===== config.mk =====
export PLATFORM = sky130hd
export DESIGN_NAME = pipeline_exc_chain_flat
export DESIGN_NICKNAME = d
export VERILOG_FILES = /design/src/rtl/exc_pkg.sv /design/src/rtl/pipeline_exc_chain_if.sv /design/src/rtl/pipeline_exc_stage.sv /design/src/rtl/pipeline_exc_chain.sv /design/src/flat_wrapper.sv
export SDC_FILE = /design/constraint.sdc
export NUM_CORES = 1
export LEC_CHECK = 0
export CORE_MARGIN = 2
export CORE_UTILIZATION = 40
export DETAILED_ROUTE_END_ITERATION = 10
export GPL_TIMING_DRIVEN = 0
export PLACE_DENSITY = 0.69
export SLEW_MARGIN = 20
export SYNTH_ARGS = -nofsm -noshare
export SYNTH_HDL_FRONTEND = slang
export SYNTH_SLANG_ARGS = --single-unit

===== constraint.sdc =====
create_clock -name clk -period 1.2 [get_ports clk]
set_input_delay 0.12 -clock clk [delete_from_list [all_inputs] [get_ports clk]]
set_output_delay 0.12 -clock clk [all_outputs]
set_load 0.02 [all_outputs]

===== src/rtl/exc_pkg.sv =====
// Shared exception-tracking definitions: MIPS ExcCode constants and the
// default-width record layout.
package exc_pkg;

    localparam int unsigned EXC_CODE_W = 5;
    localparam int unsigned EXC_PC_W   = 32;

    localparam logic [EXC_CODE_W-1:0] EXC_INT  = EXC_CODE_W'(0);
    localparam logic [EXC_CODE_W-1:0] EXC_ADEL = EXC_CODE_W'(4);
    localparam logic [EXC_CODE_W-1:0] EXC_ADES = EXC_CODE_W'(5);
    localparam logic [EXC_CODE_W-1:0] EXC_RI   = EXC_CODE_W'(10);
    localparam logic [EXC_CODE_W-1:0] EXC_OV   = EXC_CODE_W'(12);

    typedef struct packed {
        logic                  v;
        logic                  exc;
        logic [EXC_CODE_W-1:0] code;
        logic [EXC_PC_W-1:0]   pc;
        logic                  bd;
    } exc_rec_t;

    localparam int unsigned EXC_REC_W = $bits(exc_rec_t);

endpackage


===== src/rtl/pipeline_exc_chain_if.sv =====
// Fetch-side entry, per-stage injection and commit-side record of the
// exception chain.
interface pipeline_exc_chain_if
    import exc_pkg::*;
#(
    parameter int unsigned STAGES = 3,
    parameter int unsigned CODE_W = EXC_CODE_W,
    parameter int unsigned PC_W   = EXC_PC_W
);
    logic                     in_valid;
    logic [PC_W-1:0]          in_pc;
    logic                     in_bd;
    logic [STAGES-1:0]        inj_valid;
    logic [STAGES*CODE_W-1:0] inj_code;

    logic                     out_valid;
    logic                     out_exc;
    logic [CODE_W-1:0]        out_code;
    logic [PC_W-1:0]          out_pc;
    logic                     out_bd;

    modport slave (
        input  in_valid, in_pc, in_bd, inj_valid, inj_code,
        output out_valid, out_exc, out_code, out_pc, out_bd
    );

    modport master (
        output in_valid, in_pc, in_bd, inj_valid, inj_code,
        input  out_valid, out_exc, out_code, out_pc, out_bd
    );
endinterface


===== src/rtl/pipeline_exc_stage.sv =====
// One exception-record register: merges a stage-local injection into the
// incoming record and applies reset/flush/stall/bubble priority.
module pipeline_exc_stage
    import exc_pkg::*;
#(
    parameter int unsigned CODE_W = EXC_CODE_W,
    parameter int unsigned PC_W   = EXC_PC_W
)(
    input  logic              clk,
    input  logic              reset,
    input  logic              i_exc_flush,
    input  logic              i_flush,
    input  logic              i_en,
    input  logic              i_en_prev,
    input  logic              i_src_v,
    input  logic              i_src_exc,
    input  logic [CODE_W-1:0] i_src_code,
    input  logic [PC_W-1:0]   i_src_pc,
    input  logic              i_src_bd,
    input  logic              i_inj_valid,
    input  logic [CODE_W-1:0] i_inj_code,
    output logic              o_v,
    output logic              o_exc,
    output logic [CODE_W-1:0] o_code,
    output logic [PC_W-1:0]   o_pc,
    output logic              o_bd
);

    logic              r_v;
    logic              r_exc;
    logic [CODE_W-1:0] r_code;
    logic [PC_W-1:0]   r_pc;
    logic              r_bd;

    logic              w_exc;
    logic [CODE_W-1:0] w_code;

    // An earlier exception already on the record always wins over this stage's.
    always_comb begin
        w_exc  = i_src_exc;
        w_code = i_src_code;
        if (i_src_v && !i_src_exc && i_inj_valid) begin
            w_exc  = 1'b1;
            w_code = i_inj_code;
        end
    end

    // Bubble when the predecessor is stalled so its held record isn't duplicated.
    always_ff @(posedge clk) begin
        if (reset || i_exc_flush || i_flush || (i_en && !i_en_prev)) begin
            r_v    <= 1'b0;
            r_exc  <= 1'b0;
            r_code <= '0;
            r_pc   <= '0;
            r_bd   <= 1'b0;
        end else if (i_en) begin
            r_v    <= i_src_v;
            r_exc  <= w_exc;
            r_code <= w_code;
            r_pc   <= i_src_pc;
            r_bd   <= i_src_bd;
        end
    end

    assign o_v    = r_v;
    assign o_exc  = r_exc;
    assign o_code = r_code;
    assign o_pc   = r_pc;
    assign o_bd   = r_bd;

endmodule


===== src/rtl/pipeline_exc_chain.sv =====
// Exception-record pipeline from fetch to commit; the last stage's record
// feeds CP0.
module pipeline_exc_chain
    import exc_pkg::*;
#(
    parameter int unsigned STAGES = 3,
    parameter int unsigned CODE_W = EXC_CODE_W,
    parameter int unsigned PC_W   = EXC_PC_W
)(
    input  logic              clk,
    input  logic              reset,
    input  logic [STAGES-1:0] en,
    input  logic [STAGES-1:0] flush,
    input  logic              exc_flush,
    pipeline_exc_chain_if.slave bus
);

    logic              w_v    [STAGES];
    logic              w_exc  [STAGES];
    logic [CODE_W-1:0] w_code [STAGES];
    logic [PC_W-1:0]   w_pc   [STAGES];
    logic              w_bd   [STAGES];

    for (genvar i = 0; i < STAGES; i++) begin : g_stage
        logic              w_src_v;
        logic              w_src_exc;
        logic [CODE_W-1:0] w_src_code;
        logic [PC_W-1:0]   w_src_pc;
        logic              w_src_bd;
        logic              w_en_prev;

        if (i == 0) begin : g_fetch
            // Fetch never carries an exception; stage 0 has no predecessor to stall.
            assign w_src_v    = bus.in_valid;
            assign w_src_exc  = 1'b0;
            assign w_src_code = '0;
            assign w_src_pc   = bus.in_pc;
            assign w_src_bd   = bus.in_bd;
            assign w_en_prev  = 1'b1;
        end else begin : g_chain
            assign w_src_v    = w_v[i-1];
            assign w_src_exc  = w_exc[i-1];
            assign w_src_code = w_code[i-1];
            assign w_src_pc   = w_pc[i-1];
            assign w_src_bd   = w_bd[i-1];
            assign w_en_prev  = en[i-1];
        end

        pipeline_exc_stage #(
            .CODE_W (CODE_W),
            .PC_W   (PC_W)
        ) u_stage (
            .clk         (clk),
            .reset       (reset),
            .i_exc_flush (exc_flush),
            .i_flush     (flush[i]),
            .i_en        (en[i]),
            .i_en_prev   (w_en_prev),
            .i_src_v     (w_src_v),
            .i_src_exc   (w_src_exc),
            .i_src_code  (w_src_code),
            .i_src_pc    (w_src_pc),
            .i_src_bd    (w_src_bd),
            .i_inj_valid (bus.inj_valid[i]),
            .i_inj_code  (bus.inj_code[i*CODE_W +: CODE_W]),
            .o_v         (w_v[i]),
            .o_exc       (w_exc[i]),
            .o_code      (w_code[i]),
            .o_pc        (w_pc[i]),
            .o_bd        (w_bd[i])
        );
    end

    assign bus.out_valid = w_v[STAGES-1];
    assign bus.out_exc   = w_exc[STAGES-1];
    assign bus.out_code  = w_code[STAGES-1];
    assign bus.out_pc    = w_pc[STAGES-1];
    assign bus.out_bd    = w_bd[STAGES-1];

endmodule


===== src/flat_wrapper.sv =====
// flat-port wrapper written by rule: the top's interface ports become plain ports
module pipeline_exc_chain_flat import exc_pkg::*;
#(
    parameter int unsigned STAGES = 3,
    parameter int unsigned CODE_W = EXC_CODE_W,
    parameter int unsigned PC_W   = EXC_PC_W
)
  (clk, reset, en, flush, exc_flush, bus_in_valid, bus_in_pc, bus_in_bd, bus_inj_valid, bus_inj_code, bus_out_valid, bus_out_exc, bus_out_code, bus_out_pc, bus_out_bd);
  pipeline_exc_chain_if #(.STAGES(STAGES), .CODE_W(CODE_W), .PC_W(PC_W)) bus_i ();
  input  logic clk;
  input  logic reset;
  input  logic [STAGES-1:0] en;
  input  logic [STAGES-1:0] flush;
  input  logic exc_flush;
  input wire logic [$bits(bus_i.in_valid)-1:0] bus_in_valid;
  input wire logic [$bits(bus_i.in_pc)-1:0] bus_in_pc;
  input wire logic [$bits(bus_i.in_bd)-1:0] bus_in_bd;
  input wire logic [$bits(bus_i.inj_valid)-1:0] bus_inj_valid;
  input wire logic [$bits(bus_i.inj_code)-1:0] bus_inj_code;
  output wire logic [$bits(bus_i.out_valid)-1:0] bus_out_valid;
  output wire logic [$bits(bus_i.out_exc)-1:0] bus_out_exc;
  output wire logic [$bits(bus_i.out_code)-1:0] bus_out_code;
  output wire logic [$bits(bus_i.out_pc)-1:0] bus_out_pc;
  output wire logic [$bits(bus_i.out_bd)-1:0] bus_out_bd;
  assign bus_i.in_valid = bus_in_valid;
  assign bus_i.in_pc = bus_in_pc;
  assign bus_i.in_bd = bus_in_bd;
  assign bus_i.inj_valid = bus_inj_valid;
  assign bus_i.inj_code = bus_inj_code;
  assign bus_out_valid = bus_i.out_valid;
  assign bus_out_exc = bus_i.out_exc;
  assign bus_out_code = bus_i.out_code;
  assign bus_out_pc = bus_i.out_pc;
  assign bus_out_bd = bus_i.out_bd;
  pipeline_exc_chain #(.STAGES(STAGES), .CODE_W(CODE_W), .PC_W(PC_W)) u_core (.clk(clk), .reset(reset), .en(en), .flush(flush), .exc_flush(exc_flush), .bus(bus_i));
endmodule

### Word-level counts from Yosys, hierarchy flattened

Cells that the tools add are included.

| cells by class | value |
|---|---|
| multiplexer cells | 6 |
| reductions and logical operators | 17 |

Operators with widths:

| cell | number |
|---|---|
| 5-bit 2-to-1 mux | 3 |
| 1-bit logical AND | 7 |
| 1-bit logical OR | 6 |
| 1-bit logical NOT | 4 |
| 1-bit 2-to-1 mux | 3 |

| storage, ports and cells | value |
|---|---|
| flip-flop bits (word level) | 120 |
| bits of input ports | 61 |
| output and inout port bits | 40 |
| logic and storage cells | 38 |

### Longest topological paths before layout

| depth | value |
|---|---|
| depth in word-level cells | 4 |
| gate-level depth with buffers | 6 |
| gate-level depth less buffers | 3 |

### Cells and area by module

A second synthesis with hierarchy kept.

| second synthesis, totals | value |
|---|---|
| cell total of the unflattened synthesis | 419 |
| area, all modules | 4714.5 sq um |

Modules (own cells, without submodules):

| module | instances | cells each | area each (sq um) | sequential area each (sq um) |
|---|---|---|---|---|
| pipeline_exc_stage | 3 | 139 | 1569.0 | 800.8 |
| pipeline_exc_chain | 1 | 2 | 7.5 | 0.0 |

### Worst setup path before layout

No wires, ideal clock.

| timing path | value |
|---|---|
| kind | input port to flip-flop |
| from | in en[0] |
| to | reg u_core.g_stage[1].u_stage.r_code[3] |
| library setup time | 0.079 ns |
| data arrival time | 1.112 ns |
| required time | 1.121 ns |
| slack | 0.008 ns |
| stages on the path | 6 |
| buffers on the path | 3 |
| cell sequence | buf_2 -> nor2b_1 -> or4_1 -> clkbuf_1 -> buf_6 -> a211oi_2 |

| on the way | value |
|---|---|
| cells in the longest elaborated chain, start to end | 3 |

RTL lines:

| what | RTL line | source |
|---|---|---|
| start: declaration | flat_wrapper.sv:12 | `input logic [STAGES-1:0] en;` |
| 1-bit logical NOT | pipeline_exc_stage.sv:50 | `if (reset \|\| i_exc_flush \|\| i_flush \|\| (i_en && !i_en_prev)) begin` |
| 1-bit logical AND | pipeline_exc_stage.sv:50 |  |
| 1-bit logical OR | pipeline_exc_stage.sv:50 |  |
| end signal: assignment | pipeline_exc_stage.sv:59 | `r_code <= w_code;` |
| end: declaration | pipeline_exc_stage.sv:31 | `logic [CODE_W-1:0] r_code;` |

Every way passes these cells.
A chain may end at the register's enable or synchronous reset.

### Final worst setup path

| timing path | value |
|---|---|
| from | reg u_core.g_stage[2].u_stage.r_pc[24] |
| to | out bus_out_pc[24] |

RTL lines:

| what | RTL line | source |
|---|---|---|
| start: declaration | pipeline_exc_stage.sv:32 | `logic [PC_W-1:0] r_pc;` |
| start signal: assignment | pipeline_exc_stage.sv:60 | `r_pc <= i_src_pc;` |
| end: declaration | flat_wrapper.sv:23 | `output wire logic [$bits(bus_i.out_pc)-1:0] bus_out_pc;` |

No word-level cell between the ends.

==> impl_metrics.json <==
{
  "status": "finished clean",
  "ant_nets": 0,
  "avgRoutedWirePerCell_um": 14.81,
  "stdcell_count": 687,
  "slew-limit-headroom_pct": 54.73,
  "hold_class": "in -> reg",
  "root_buffer": "clkbuf_8",
  "io_pins": 101,
  "finalCriticalPeriod_ns": 1.143,
  "fin_setup_tns_ns": 0,
  "reg2reg_from": "u_core.g_stage[0].u_stage.o_exc",
  "initial_core_util_pct": 40.67,
  "synth_common_cells": "120 x dfxtp_1, 115 x nor2_1, 113 x mux2i_1, 15 x buf_2, 13 x clkbuf_1",
  "critPathBufInv": 1,
  "grt_usage_pct": 18.19,
  "power_switching_w": 0.001930,
  "syn_avg_cell_area_sq_um": 10.51,
  "crit_required_ns": 1.08,
  "area_growth_pct": 35.79,
  "antenna_found_initial": 0,
  "ir_drop_mv": 0.8063,
  "grt_pass1_vias": 3383,
  "placedCellCount": 655,
  "slowest_stage": "dfxtp_1",
  "gr-total-overflow": 0,
  "clk_latency_ns": 0.49,
  "leakagePower_nw": 2.575,
  "clk_path_buf_depth": 2,
  "yosysSeqAreaShare_pct": 54.97,
  "cp.arrival_ns": 1.02,
  "power_density_nw_per_um2": 1567,
  "rsz0062_at_grt": "no",
  "setup_violations": 0,
  "clkTransAtPathRegs_ns": 0.05,
  "via_count": 3255,
  "grt_pass1_wl_um": 16160,
  "intPower_w": 0.007370,
  "htree_levels": 4,
  "yosysMostFrequentCell": "dfxtp_1",
  "drc": 0,
  "coreArea_sq_um": 10750,
  "p_seq_share_pct": 43.4,
  "criticalPathCategory": "reg -> out",
  "drive_gt1_share_pct": 18.83,
  "layout.nets": 596,
  "clock_skew_ns": 0.006023,
  "synth_cell_types": 20,
  "whs_path_depth": 3,
  "synth_top_area_share_pct": 54.97,
  "die_x_um": 108.5,
  "r2r_end": "u_core.g_stage[1].u_stage.o_code[0]",
  "drv_cap": 0,
  "routed_wl_um": 10170,
  "synth_edf_count": 0,
  "min_to": "u_core.g_stage[0].u_stage.o_code[1]",
  "die_h_um": 108.5,
  "synth-async-reset-ratio_pct": 0,
  "slew_viol_final": 0,
  "finalCritPeriodShare_pct": 95.29,
  "gp_congestion": 0.7759,
  "cts_sinks": 120,
  "ys_top_cells_by_area": "dfxtp_1 55%, mux2i_1 26%, nor2_1 9.9%",
  "rows": 38,
  "syn_inst": 416,
  "antenna_cells": 0,
  "syn-cell-area_sq_um": 4370,
  "min-delay-start": "en[0]",
  "fmax_ghz": 0.8745,
  "reg2reg_depth": 4,
  "hold_viol": 0,
  "cts_tree": "yes",
  "dp_hpwl_um": 7274,
  "grt_max_degree": 17,
  "switching_share_pct": 20.75,
  "fp.dieArea_sq_um": 11780,
  "numPortBuffers": 99,
  "crit_chain": "buf_2",
  "cpPeakStageDelay_ns": 0.35,
  "yosysWarnings": 0,
  "critical_path.top_delay_family": "flip-flops",
  "p_clk_share_pct": 50.3,
  "first_pass_iters": 4,
  "synth_ff_type": "dfxtp_1",
  "max_slew.worst_pin.slew_ns": 0.6790,
  "cp-end-kind": "output pin",
  "viasPerCell": 4.738,
  "worst_setup_path_start_kind": "flip-flop",
  "cts_buffers": 17,
  "ys_seq_elements": 120,
  "drt_iter0_drc": 143,
  "r2r_slack_ns": 0.09,
  "worst-path-max-fanout": 2,
  "synth_top_area_cell": "dfxtp_1",
  "power_frac_comb_pct": 6.3,
  "syn_nets": 477
}
stage by stage:
step                util (%)  hold WS [ns]  power [W]  worst slack, ns  cell area [sq um]
floorplan                  -        0.2672   0.004414         0.008244               4370
global placement       51.53        0.4551   0.004699          -0.6575               5537
detailed placement     51.53        0.4605   0.004705          -0.6821               5537
CTS                    54.87       0.03013   0.009401         0.001193               5896
global route           55.23       0.05708   0.009619         0.006488               5934
finish                 55.23       0.05261   0.009300          0.05651               5934
cell usage in the layout, fill, tap and decap left out, types with 3 or more instances in the layout:
master / n
nand3_1: 5
nor2_1: 115
a211oi_1: 6
clkbuf_1: 6
clkbuf_8: 3
clkbuf_16: 16
clkbuf_2: 9
clkdlybuf4s50_1: 59
nand2b_1: 5
a211oi_2: 6
dfxtp_1: 120
buf_4: 8
buf_2: 49
a21oi_1: 7
mux2i_1: 112
clkinv_2: 5
power by group through the flow:
stage | Clock, W | Combinational (W) | Sequential (W)
floorplan | 0 | 0.000296 | 0.00412
finish | 0.00468 | 0.000586 | 0.00404
global route | 0.00495 | 0.000633 | 0.00404
CTS | 0.00478 | 0.000589 | 0.00403
global placement | 0 | 0.000580 | 0.00412
detailed placement | 0 | 0.000586 | 0.00412
state kept, by name (all words and copies together) (netlist names):
register,count
u_core.g_stage.u_stage.o_bd,3
u_core.g_stage.u_stage.o_code,15
u_core.g_stage.u_stage.o_exc,3
u_core.g_stage.u_stage.o_pc,96
u_core.g_stage.u_stage.o_v,3
kinds of logic (layout without fill, tap and decap cells):
kind of cell	count (synthesis)	count (layout)	synth area share, %
simple gates	132	132	12.22
flops	120	120	54.97
mux	113	113	25.88
buf+inv	31	162	3.264
compound gates	20	20	3.664
per-layer routing:
metal / up-vias / wire (um) / GRT usage [%]
li1: 1643 / - / -
met1: 1525 / 4642 / 21.66
met2: 80 / 4878 / 30.54
met3: 7 / 550 / 5.907
met4: 0 / 102 / 6.777
met5: - / 0 / 0
worst max path at each step:
stage	start	slack, ns	to	cells after the start
global placement	en[1]	-0.66	u_core.g_stage[1].u_stage.o_pc[29]	5
finish	u_core.g_stage[2].u_stage.o_pc[24]	0.06	bus_out_pc[24]	1
CTS	en[2]	0.001	u_core.g_stage[2].u_stage.o_pc[6]	5
floorplan	en[0]	0.008	u_core.g_stage[1].u_stage.o_code[3]	6
detailed placement	en[1]	-0.68	u_core.g_stage[1].u_stage.o_pc[29]	5
global route	u_core.g_stage[2].u_stage.o_pc[11]	0.006	bus_out_pc[11]	1
cell type report:
class / count / area (sq um)
Clock buffer: 22 / 452.9
Sequential cell: 120 / 2402
Inverter: 1 / 3.754
Buffer: 29 / 153.9
Multi-Input combinational cell: 265 / 1833
Clock inverter: 9 / 100.1
Timing Repair Buffer: 101 / 813.3
Fill cell: 990 / 4811
Tap cell: 140 / 175.2
repair_timing:
item,4_1_cts,5_1_grt
buffers inserted,0,2
hold buffers,0,0
pin swaps,0,2
endpoints found under the hold margin,0,0
setup endpoints to repair,85,88
resized for setup,165,20
(Power assumes the default switching activity.)
